[config.mk]
export PLATFORM = sky130hd
export DESIGN_NAME = cavlc_total_zeros_decoder
export DESIGN_NICKNAME = d
export VERILOG_FILES = /design/src/rtl/cavlc_total_zeros_decoder.sv
export SDC_FILE = /design/constraint.sdc
export NUM_CORES = 1
export LEC_CHECK = 0
export BUFFER_PORTS_ARGS = -buffer_cell sky130_fd_sc_hd__buf_2
export CAP_MARGIN = 20
export CORE_ASPECT_RATIO = 1.5
export CORE_MARGIN = 10
export CORE_UTILIZATION = 35
export CTS_BUF_LIST = sky130_fd_sc_hd__clkbuf_2
export CTS_CLUSTER_DIAMETER = 80
export DETAILED_ROUTE_END_ITERATION = 12
export PLACE_DENSITY = 0.48
export SYNTH_ARGS = -nofsm -noshare
export SYNTH_HDL_FRONTEND = slang
export SYNTH_SLANG_ARGS = --single-unit
[constraint.sdc]
create_clock -name clk -period 4.97 [get_ports clk]
set_input_delay 0.497 -clock clk [delete_from_list [all_inputs] [get_ports clk]]
set_output_delay 0.497 -clock clk [all_outputs]
set_load 0.05 [all_outputs]
[src/rtl/cavlc_total_zeros_decoder.sv]
// Bit-serial CAVLC total_zeros decoder for 4x4 luma blocks.
// Shifts in one bitstream bit per accepted beat, matches the growing code
// against the total_zeros table row selected by TotalCoeff, and reports the
// decoded value together with the number of bits consumed.
module cavlc_total_zeros_decoder #(
    parameter int MAX_LEN = 9,
    parameter int TZ_W    = 4
) (
    input  logic            clk,
    input  logic            rst,
    input  logic            start,
    input  logic [TZ_W-1:0] total_coeff,
    input  logic            bit_in,
    input  logic            bit_valid,
    output logic            bit_ready,
    output logic            busy,
    output logic            tz_valid,
    output logic [TZ_W-1:0] tz_value,
    output logic [TZ_W-1:0] tz_len,
    output logic            tz_err
);

    localparam logic [1:0] IDLE  = 2'd0;
    localparam logic [1:0] SHIFT = 2'd1;
    localparam logic [1:0] DONE  = 2'd2;

    logic [1:0]              state;
    logic [TZ_W-1:0]         tc_reg;
    logic [TZ_W-1:0]         cnt;
    logic [MAX_LEN-1:0]      code;
    logic [MAX_LEN-1:0]      next_code;
    logic [TZ_W-1:0]         next_len;
    logic [TZ_W-1:0]         row_max;
    logic [TZ_W+MAX_LEN-1:0] key;
    logic [TZ_W:0]           match;
    logic                    miss_end;

    // Handshake and status flags are plain decodes of the state register.
    assign bit_ready = (state == SHIFT);
    assign busy      = (state != IDLE);
    assign tz_valid  = (state == DONE);

    // The candidate codeword includes the bit currently on offer, so a hit is
    // recognised in the same cycle the final bit is transferred.
    assign next_code = {code[MAX_LEN-2:0], bit_in};
    assign next_len  = cnt + TZ_W'(1);
    assign key       = {next_len, next_code};
    assign miss_end  = (next_len == TZ_W'(MAX_LEN)) || (next_len == row_max);

    // Longest codeword in each TotalCoeff row; reaching it without a hit is an error.
    always_comb begin
        row_max = TZ_W'(1);
        case (tc_reg)
            4'd1:                      row_max = 4'd9;
            4'd2, 4'd3:                row_max = 4'd6;
            4'd4, 4'd5:                row_max = 4'd5;
            4'd6, 4'd7, 4'd8, 4'd9:    row_max = 4'd6;
            4'd10:                     row_max = 4'd5;
            4'd11, 4'd12:              row_max = 4'd4;
            4'd13:                     row_max = 4'd3;
            4'd14:                     row_max = 4'd2;
            default:                   row_max = 4'd1;
        endcase
    end

    // Exact (length, right-aligned pattern) lookup; match = {hit, total_zeros}.
    always_comb begin
        match = '0;
        case (tc_reg)
            4'd1: case (key)
                {4'd1, 9'b1}:         match = {1'b1, 4'd0};   {4'd3, 9'b011}:       match = {1'b1, 4'd1};
                {4'd3, 9'b010}:       match = {1'b1, 4'd2};   {4'd4, 9'b0011}:      match = {1'b1, 4'd3};
                {4'd4, 9'b0010}:      match = {1'b1, 4'd4};   {4'd5, 9'b00011}:     match = {1'b1, 4'd5};
                {4'd5, 9'b00010}:     match = {1'b1, 4'd6};   {4'd6, 9'b000011}:    match = {1'b1, 4'd7};
                {4'd6, 9'b000010}:    match = {1'b1, 4'd8};   {4'd7, 9'b0000011}:   match = {1'b1, 4'd9};
                {4'd7, 9'b0000010}:   match = {1'b1, 4'd10};  {4'd8, 9'b00000011}:  match = {1'b1, 4'd11};
                {4'd8, 9'b00000010}:  match = {1'b1, 4'd12};  {4'd9, 9'b000000011}: match = {1'b1, 4'd13};
                {4'd9, 9'b000000010}: match = {1'b1, 4'd14};  {4'd9, 9'b000000001}: match = {1'b1, 4'd15};
                default:              match = '0;
            endcase
            4'd2: case (key)
                {4'd3, 9'b111}:       match = {1'b1, 4'd0};   {4'd3, 9'b110}:       match = {1'b1, 4'd1};
                {4'd3, 9'b101}:       match = {1'b1, 4'd2};   {4'd3, 9'b100}:       match = {1'b1, 4'd3};
                {4'd3, 9'b011}:       match = {1'b1, 4'd4};   {4'd4, 9'b0101}:      match = {1'b1, 4'd5};
                {4'd4, 9'b0100}:      match = {1'b1, 4'd6};   {4'd4, 9'b0011}:      match = {1'b1, 4'd7};
                {4'd4, 9'b0010}:      match = {1'b1, 4'd8};   {4'd5, 9'b00011}:     match = {1'b1, 4'd9};
                {4'd5, 9'b00010}:     match = {1'b1, 4'd10};  {4'd6, 9'b000011}:    match = {1'b1, 4'd11};
                {4'd6, 9'b000010}:    match = {1'b1, 4'd12};  {4'd6, 9'b000001}:    match = {1'b1, 4'd13};
                {4'd6, 9'b000000}:    match = {1'b1, 4'd14};
                default:              match = '0;
            endcase
            4'd3: case (key)
                {4'd4, 9'b0101}:      match = {1'b1, 4'd0};   {4'd3, 9'b111}:       match = {1'b1, 4'd1};
                {4'd3, 9'b110}:       match = {1'b1, 4'd2};   {4'd3, 9'b101}:       match = {1'b1, 4'd3};
                {4'd4, 9'b0100}:      match = {1'b1, 4'd4};   {4'd4, 9'b0011}:      match = {1'b1, 4'd5};
                {4'd3, 9'b100}:       match = {1'b1, 4'd6};   {4'd3, 9'b011}:       match = {1'b1, 4'd7};
                {4'd4, 9'b0010}:      match = {1'b1, 4'd8};   {4'd5, 9'b00011}:     match = {1'b1, 4'd9};
                {4'd5, 9'b00010}:     match = {1'b1, 4'd10};  {4'd6, 9'b000001}:    match = {1'b1, 4'd11};
                {4'd5, 9'b00001}:     match = {1'b1, 4'd12};  {4'd6, 9'b000000}:    match = {1'b1, 4'd13};
                default:              match = '0;
            endcase
            4'd4: case (key)
                {4'd5, 9'b00011}:     match = {1'b1, 4'd0};   {4'd3, 9'b111}:       match = {1'b1, 4'd1};
                {4'd4, 9'b0101}:      match = {1'b1, 4'd2};   {4'd4, 9'b0100}:      match = {1'b1, 4'd3};
                {4'd3, 9'b110}:       match = {1'b1, 4'd4};   {4'd3, 9'b101}:       match = {1'b1, 4'd5};
                {4'd3, 9'b100}:       match = {1'b1, 4'd6};   {4'd4, 9'b0011}:      match = {1'b1, 4'd7};
                {4'd3, 9'b011}:       match = {1'b1, 4'd8};   {4'd4, 9'b0010}:      match = {1'b1, 4'd9};
                {4'd5, 9'b00010}:     match = {1'b1, 4'd10};  {4'd5, 9'b00001}:     match = {1'b1, 4'd11};
                {4'd5, 9'b00000}:     match = {1'b1, 4'd12};
                default:              match = '0;
            endcase
            4'd5: case (key)
                {4'd4, 9'b0101}:      match = {1'b1, 4'd0};   {4'd4, 9'b0100}:      match = {1'b1, 4'd1};
                {4'd4, 9'b0011}:      match = {1'b1, 4'd2};   {4'd3, 9'b111}:       match = {1'b1, 4'd3};
                {4'd3, 9'b110}:       match = {1'b1, 4'd4};   {4'd3, 9'b101}:       match = {1'b1, 4'd5};
                {4'd3, 9'b100}:       match = {1'b1, 4'd6};   {4'd3, 9'b011}:       match = {1'b1, 4'd7};
                {4'd4, 9'b0010}:      match = {1'b1, 4'd8};   {4'd5, 9'b00001}:     match = {1'b1, 4'd9};
                {4'd4, 9'b0001}:      match = {1'b1, 4'd10};  {4'd5, 9'b00000}:     match = {1'b1, 4'd11};
                default:              match = '0;
            endcase
            4'd6: case (key)
                {4'd6, 9'b000001}:    match = {1'b1, 4'd0};   {4'd5, 9'b00001}:     match = {1'b1, 4'd1};
                {4'd3, 9'b111}:       match = {1'b1, 4'd2};   {4'd3, 9'b110}:       match = {1'b1, 4'd3};
                {4'd3, 9'b101}:       match = {1'b1, 4'd4};   {4'd3, 9'b100}:       match = {1'b1, 4'd5};
                {4'd3, 9'b011}:       match = {1'b1, 4'd6};   {4'd3, 9'b010}:       match = {1'b1, 4'd7};
                {4'd4, 9'b0001}:      match = {1'b1, 4'd8};   {4'd3, 9'b001}:       match = {1'b1, 4'd9};
                {4'd6, 9'b000000}:    match = {1'b1, 4'd10};
                default:              match = '0;
            endcase
            4'd7: case (key)
                {4'd6, 9'b000001}:    match = {1'b1, 4'd0};   {4'd5, 9'b00001}:     match = {1'b1, 4'd1};
                {4'd3, 9'b101}:       match = {1'b1, 4'd2};   {4'd3, 9'b100}:       match = {1'b1, 4'd3};
                {4'd3, 9'b011}:       match = {1'b1, 4'd4};   {4'd2, 9'b11}:        match = {1'b1, 4'd5};
                {4'd3, 9'b010}:       match = {1'b1, 4'd6};   {4'd4, 9'b0001}:      match = {1'b1, 4'd7};
                {4'd3, 9'b001}:       match = {1'b1, 4'd8};   {4'd6, 9'b000000}:    match = {1'b1, 4'd9};
                default:              match = '0;
            endcase
            4'd8: case (key)
                {4'd6, 9'b000001}:    match = {1'b1, 4'd0};   {4'd4, 9'b0001}:      match = {1'b1, 4'd1};
                {4'd5, 9'b00001}:     match = {1'b1, 4'd2};   {4'd3, 9'b011}:       match = {1'b1, 4'd3};
                {4'd2, 9'b11}:        match = {1'b1, 4'd4};   {4'd2, 9'b10}:        match = {1'b1, 4'd5};
                {4'd3, 9'b010}:       match = {1'b1, 4'd6};   {4'd3, 9'b001}:       match = {1'b1, 4'd7};
                {4'd6, 9'b000000}:    match = {1'b1, 4'd8};
                default:              match = '0;
            endcase
            4'd9: case (key)
                {4'd6, 9'b000001}:    match = {1'b1, 4'd0};   {4'd6, 9'b000000}:    match = {1'b1, 4'd1};
                {4'd4, 9'b0001}:      match = {1'b1, 4'd2};   {4'd2, 9'b11}:        match = {1'b1, 4'd3};
                {4'd2, 9'b10}:        match = {1'b1, 4'd4};   {4'd3, 9'b001}:       match = {1'b1, 4'd5};
                {4'd2, 9'b01}:        match = {1'b1, 4'd6};   {4'd5, 9'b00001}:     match = {1'b1, 4'd7};
                default:              match = '0;
            endcase
            4'd10: case (key)
                {4'd5, 9'b00001}:     match = {1'b1, 4'd0};   {4'd5, 9'b00000}:     match = {1'b1, 4'd1};
                {4'd3, 9'b001}:       match = {1'b1, 4'd2};   {4'd2, 9'b11}:        match = {1'b1, 4'd3};
                {4'd2, 9'b10}:        match = {1'b1, 4'd4};   {4'd2, 9'b01}:        match = {1'b1, 4'd5};
                {4'd4, 9'b0001}:      match = {1'b1, 4'd6};
                default:              match = '0;
            endcase
            4'd11: case (key)
                {4'd4, 9'b0000}:      match = {1'b1, 4'd0};   {4'd4, 9'b0001}:      match = {1'b1, 4'd1};
                {4'd3, 9'b001}:       match = {1'b1, 4'd2};   {4'd3, 9'b010}:       match = {1'b1, 4'd3};
                {4'd1, 9'b1}:         match = {1'b1, 4'd4};   {4'd3, 9'b011}:       match = {1'b1, 4'd5};
                default:              match = '0;
            endcase
            4'd12: case (key)
                {4'd4, 9'b0000}:      match = {1'b1, 4'd0};   {4'd4, 9'b0001}:      match = {1'b1, 4'd1};
                {4'd2, 9'b01}:        match = {1'b1, 4'd2};   {4'd1, 9'b1}:         match = {1'b1, 4'd3};
                {4'd3, 9'b001}:       match = {1'b1, 4'd4};
                default:              match = '0;
            endcase
            4'd13: case (key)
                {4'd3, 9'b000}:       match = {1'b1, 4'd0};   {4'd3, 9'b001}:       match = {1'b1, 4'd1};
                {4'd1, 9'b1}:         match = {1'b1, 4'd2};   {4'd2, 9'b01}:        match = {1'b1, 4'd3};
                default:              match = '0;
            endcase
            4'd14: case (key)
                {4'd2, 9'b00}:        match = {1'b1, 4'd0};   {4'd2, 9'b01}:        match = {1'b1, 4'd1};
                {4'd1, 9'b1}:         match = {1'b1, 4'd2};
                default:              match = '0;
            endcase
            4'd15: case (key)
                {4'd1, 9'b0}:         match = {1'b1, 4'd0};   {4'd1, 9'b1}:         match = {1'b1, 4'd1};
                default:              match = '0;
            endcase
            default: match = '0;
        endcase
    end

    // Control FSM plus code/count shifting and the held result registers.
    always_ff @(posedge clk) begin
        if (rst) begin
            state    <= IDLE;
            tc_reg   <= '0;
            cnt      <= '0;
            code     <= '0;
            tz_value <= '0;
            tz_len   <= '0;
            tz_err   <= 1'b0;
        end else begin
            case (state)
                IDLE: begin
                    if (start) begin
                        if (total_coeff == '0) begin
                            tz_value <= '0;
                            tz_len   <= '0;
                            tz_err   <= 1'b0;
                            state    <= DONE;
                        end else begin
                            tc_reg <= total_coeff;
                            code   <= '0;
                            cnt    <= '0;
                            state  <= SHIFT;
                        end
                    end
                end
                SHIFT: begin
                    if (bit_valid) begin
                        code <= next_code;
                        cnt  <= next_len;
                        if (match[TZ_W]) begin
                            tz_value <= match[TZ_W-1:0];
                            tz_len   <= next_len;
                            tz_err   <= 1'b0;
                            state    <= DONE;
                        end else if (miss_end) begin
                            tz_value <= '0;
                            tz_len   <= next_len;
                            tz_err   <= 1'b1;
                            state    <= DONE;
                        end
                    end
                end
                DONE:    state <= IDLE;
                default: state <= IDLE;
            endcase
        end
    end

endmodule

==> metrics.csv <==
stage,metric,value,unit
worst_hold_path,hold crit path type,in2reg,
synth,Yosys top cell by area,dfxtp_1,
worst_hold_path,hold_sp,total_coeff[1],
synth,Synth top area share,17.58,%
power,Seq pwr share,47.8,%
clocking,setup bufs post-CTS,0,
critical_path,type of the worst setup path,reg2reg,
synth,Avg Inst Size Synth,6.687,um2
routing,DR pass1 iterations,6,
grt,vias in the first global route,4339,
die,Die X,102.0,um
critical_path,R2R Path End,tz_len[3]$_SDFFE_PP0P_,
routing,DR vias,4474,
worst_hold_path,WHS Endpoint,tc_reg[1]$_SDFFE_PP0P_,
worst_hold_path,Hold Path Stages,3,
synth,"Top FF cell, synth",dfxtp_1,
critical_path,R2R depth,10,
cells_and_area,final net count,551,
die,Initial Utilization,36.03,%
clocking,post-cts sizing count,0,
cells_and_area,# fillers,1096,
grt,total grt overflow,0,
routing,vias per inst,6.841,
timing,final worst-path cycle share,84.70,%
die,core footprint,9799,um2
placement,PortBufs,20,
clocking,cts hold-fix bufs,0,
grt,largest net degree at the start of global routing,28,
clocking,root buffer selected by CTS,clkbuf_2,
cells_and_area,layout cells sized above 1,12.62,%
die,die area,14590,um2
power,Design Power,576.6,uW
synth,top post-synthesis cells by area,"dfxtp_1 (18%), nor2_1 (7.3%), a21oi_1 (5.8%)",
clocking,Clock Sink Count,31,
power,P_leak,0.001450,uW
die,io pins,21,
critical_path,CP Launch Type,flip-flop,
synth,Yosys Warn Count,0,
clocking,"Clk Latency, worst-skew pair",0.40,ns
timing,Slew Limit Fails,0,
synth,"FF+latch count, synth",31,
timing,Slew headroom,36.09,%
clocking,TritonCTS buffer count,5,
die,Die Y,143.0,um
timing,# setup viols final,0,
critical_path,reg2reg start,cnt[1]$_SDFFE_PP0P_,
cells_and_area,max reg flops,8,
synth,sequential element share of the synthesized area,17.58,%
timing,Peak Freq,237.6,MHz
clocking,CTS Buffer Depth,2,
synth,Synthesized Nets,541,
critical_path,FF-to-FF setup slack,0.76,ns
critical_path,CP max FO,11,
power,VDD IR max,0.1435,mV
grt,initial antenna violation count,0,
critical_path,Setup crit end kind,flip-flop,
critical_path,CP required,5.31,ns
power,P_int,343.2,uW
power,pwr/cell area,151.7,nW/um2
cells_and_area,# diodes,0,
die,Site Rows,44,
synth,Synth Cell Area,3531,um2
cells_and_area,Biggest register,code,
synth,asr flop ratio synth,0,%
routing,drt first-iter violations,512,
grt,GRT Overall Usage,22.90,%
timing,Period minus WS final,4.210,ns
synth,Post-synth top cells,"nor2_1 (69), nand2_1 (49), a21oi_1 (41)",
grt,first-pass GRT wire length,25440,um
timing,RSZ-0062 raised after global routing,false,
routing,Routed WL per cell,25.88,um
routing,Post-DRT Antenna Nets,0,
placement,dpl hpwl,12990,um
synth,Cell variety after synth,77,
critical_path,worst endpoint data arrival time,4.55,ns
routing,routed wire length,16920,um
critical_path,Worst Setup SP,cnt[1]$_SDFFE_PP0P_,
timing,Worst Clk Skew,0.01957,ns
power,Psw,233.4,uW
timing,final setup TNS,0,ns
clocking,clock slew seen by the registers of the worst setup and hold paths,0.17,ns
power,Clock power frac,22.6,%
routing,Post-route DRC,0,
outcome,status,"complete, no violations",
cells_and_area,area grow syn2layout,7.619,%
timing,Final Hold Viols,0,
clocking,H-tree lvl count,2,
clocking,CTS tree,done,
power,combinational power share,29.6,%
synth,number of flops mapped to enable cells by yosys,0,
placement,GPL Wtd Cong,1.052,
synth,cell count after synthesis,528,
run,max-cap violations,0,
timing,Least-Margin Pin Slew,0.9499,ns
power,Sw Ratio,40.48,%
synth,most common cell in the netlist,nor2_1,
==> placed cells by master (no fill, tap or decap), types with 4 or more instances in the layout <==
master and instances:
nor2_1 69, nand2_1 49, a21oi_1 41, nor3_1 35, dfxtp_1 31, o21ai_0 28, nand3_1 23, buf_2 20
buf_4 19, nor4_1 16, inv_1 15, and3_1 13, or3_1 10, nand4_1 9, o31ai_1 9, nor2b_1 8
o41ai_1 8, nand2b_1 7, o2111ai_1 7, clkbuf_2 7, o22ai_1 6, xnor2_1 6, a31oi_1 5, and2_1 5
a211oi_1 5, o211ai_1 5, mux2i_1 4, xor2_1 4, nand3b_1 4, ha_1 4
==> through the flow <==
step / hold WS [ns] / util [%] / area, um2 / std cells / setup WS (ns)
2_1_floorplan: 0.5044 / - / 3531 / 528 / 1.490
3_3_place_gp: 0.4756 / 38.29 / 3752 / 645 / 0.8645
3_5_place_dp: 0.4773 / 38.29 / 3752 / 645 / 0.9111
4_1_cts: 0.3506 / 38.73 / 3795 / 653 / 0.8667
5_1_grt: 0.3745 / 38.78 / 3800 / 654 / 0.4099
6_report: 0.3677 / 38.78 / 3800 / 654 / 0.7605
==> worst max-delay path: stages (launching register included) <==
cell and delay [ns]:
dfxtp_1 0.51, ha_1 0.52, xnor2_2 0.28, nand2_1 0.45, o21ai_0 0.25, a22oi_1 0.47, o21ai_1 0.23, a2111o_1 0.50
nor4_2 0.62, o21ai_0 0.17, a21oi_1 0.16
==> power by group through the flow <==
stage / clock network [uW] / registers, uW / logic (uW)
CTS: 139 / 275 / 167
floorplan: 0 / 272 / 122
detailed placement: 0 / 280 / 167
finish: 131 / 275 / 171
global placement: 0 / 281 / 168
global route: 142 / 277 / 184
==> cell families (layout without fill, tap and decap cells) <==
group           after synthesis  count (layout)  synth area share, %
compound gates              158             158                30.76
xor+xnor                     11              11                2.941
fa+ha+maj                     4               4                1.417
buf+inv                      52              63                6.449
flops                        31              31                17.58
mux                           5               5                1.772
simple gates                267             267                39.09
==> layer usage <==
metal | vias up | GRT usage [%] | routed length [um]
met5 | - | 0 | 0
met4 | 0 | 15.35 | 1189
met3 | 84 | 3.333 | 1263
met2 | 296 | 39.91 | 8316
met1 | 2071 | 24.82 | 6154
li1 | 2023 | - | -
==> how the worst max path moves through the flow <==
stage,to,slack (ns),cells past startpoint
finish,tz_len[3]$_SDFFE_PP0P_,0.76,10
global placement,tz_value[1]$_SDFFE_PP0P_,0.86,11
global route,tz_value[0]$_SDFFE_PP0P_,0.41,10
detailed placement,tz_len[3]$_SDFFE_PP0P_,0.91,10
floorplan,tz_len[1]$_SDFFE_PP0P_,1.49,14
CTS,tz_len[3]$_SDFFE_PP0P_,0.87,10
==> layout make-up <==
cell class	instances	area (um2)	area share, %
Multi-Input combinational cell	445	2689	70.76
Sequential cell	31	620.6	16.33
Timing Repair Buffer	40	247.7	6.520
Tap cell	115	143.9	3.787
Inverter	15	56.30	1.482
Clock buffer	6	30.03	0.7903
Clock inverter	2	12.51	0.3293
(Power assumes the default switching activity.)
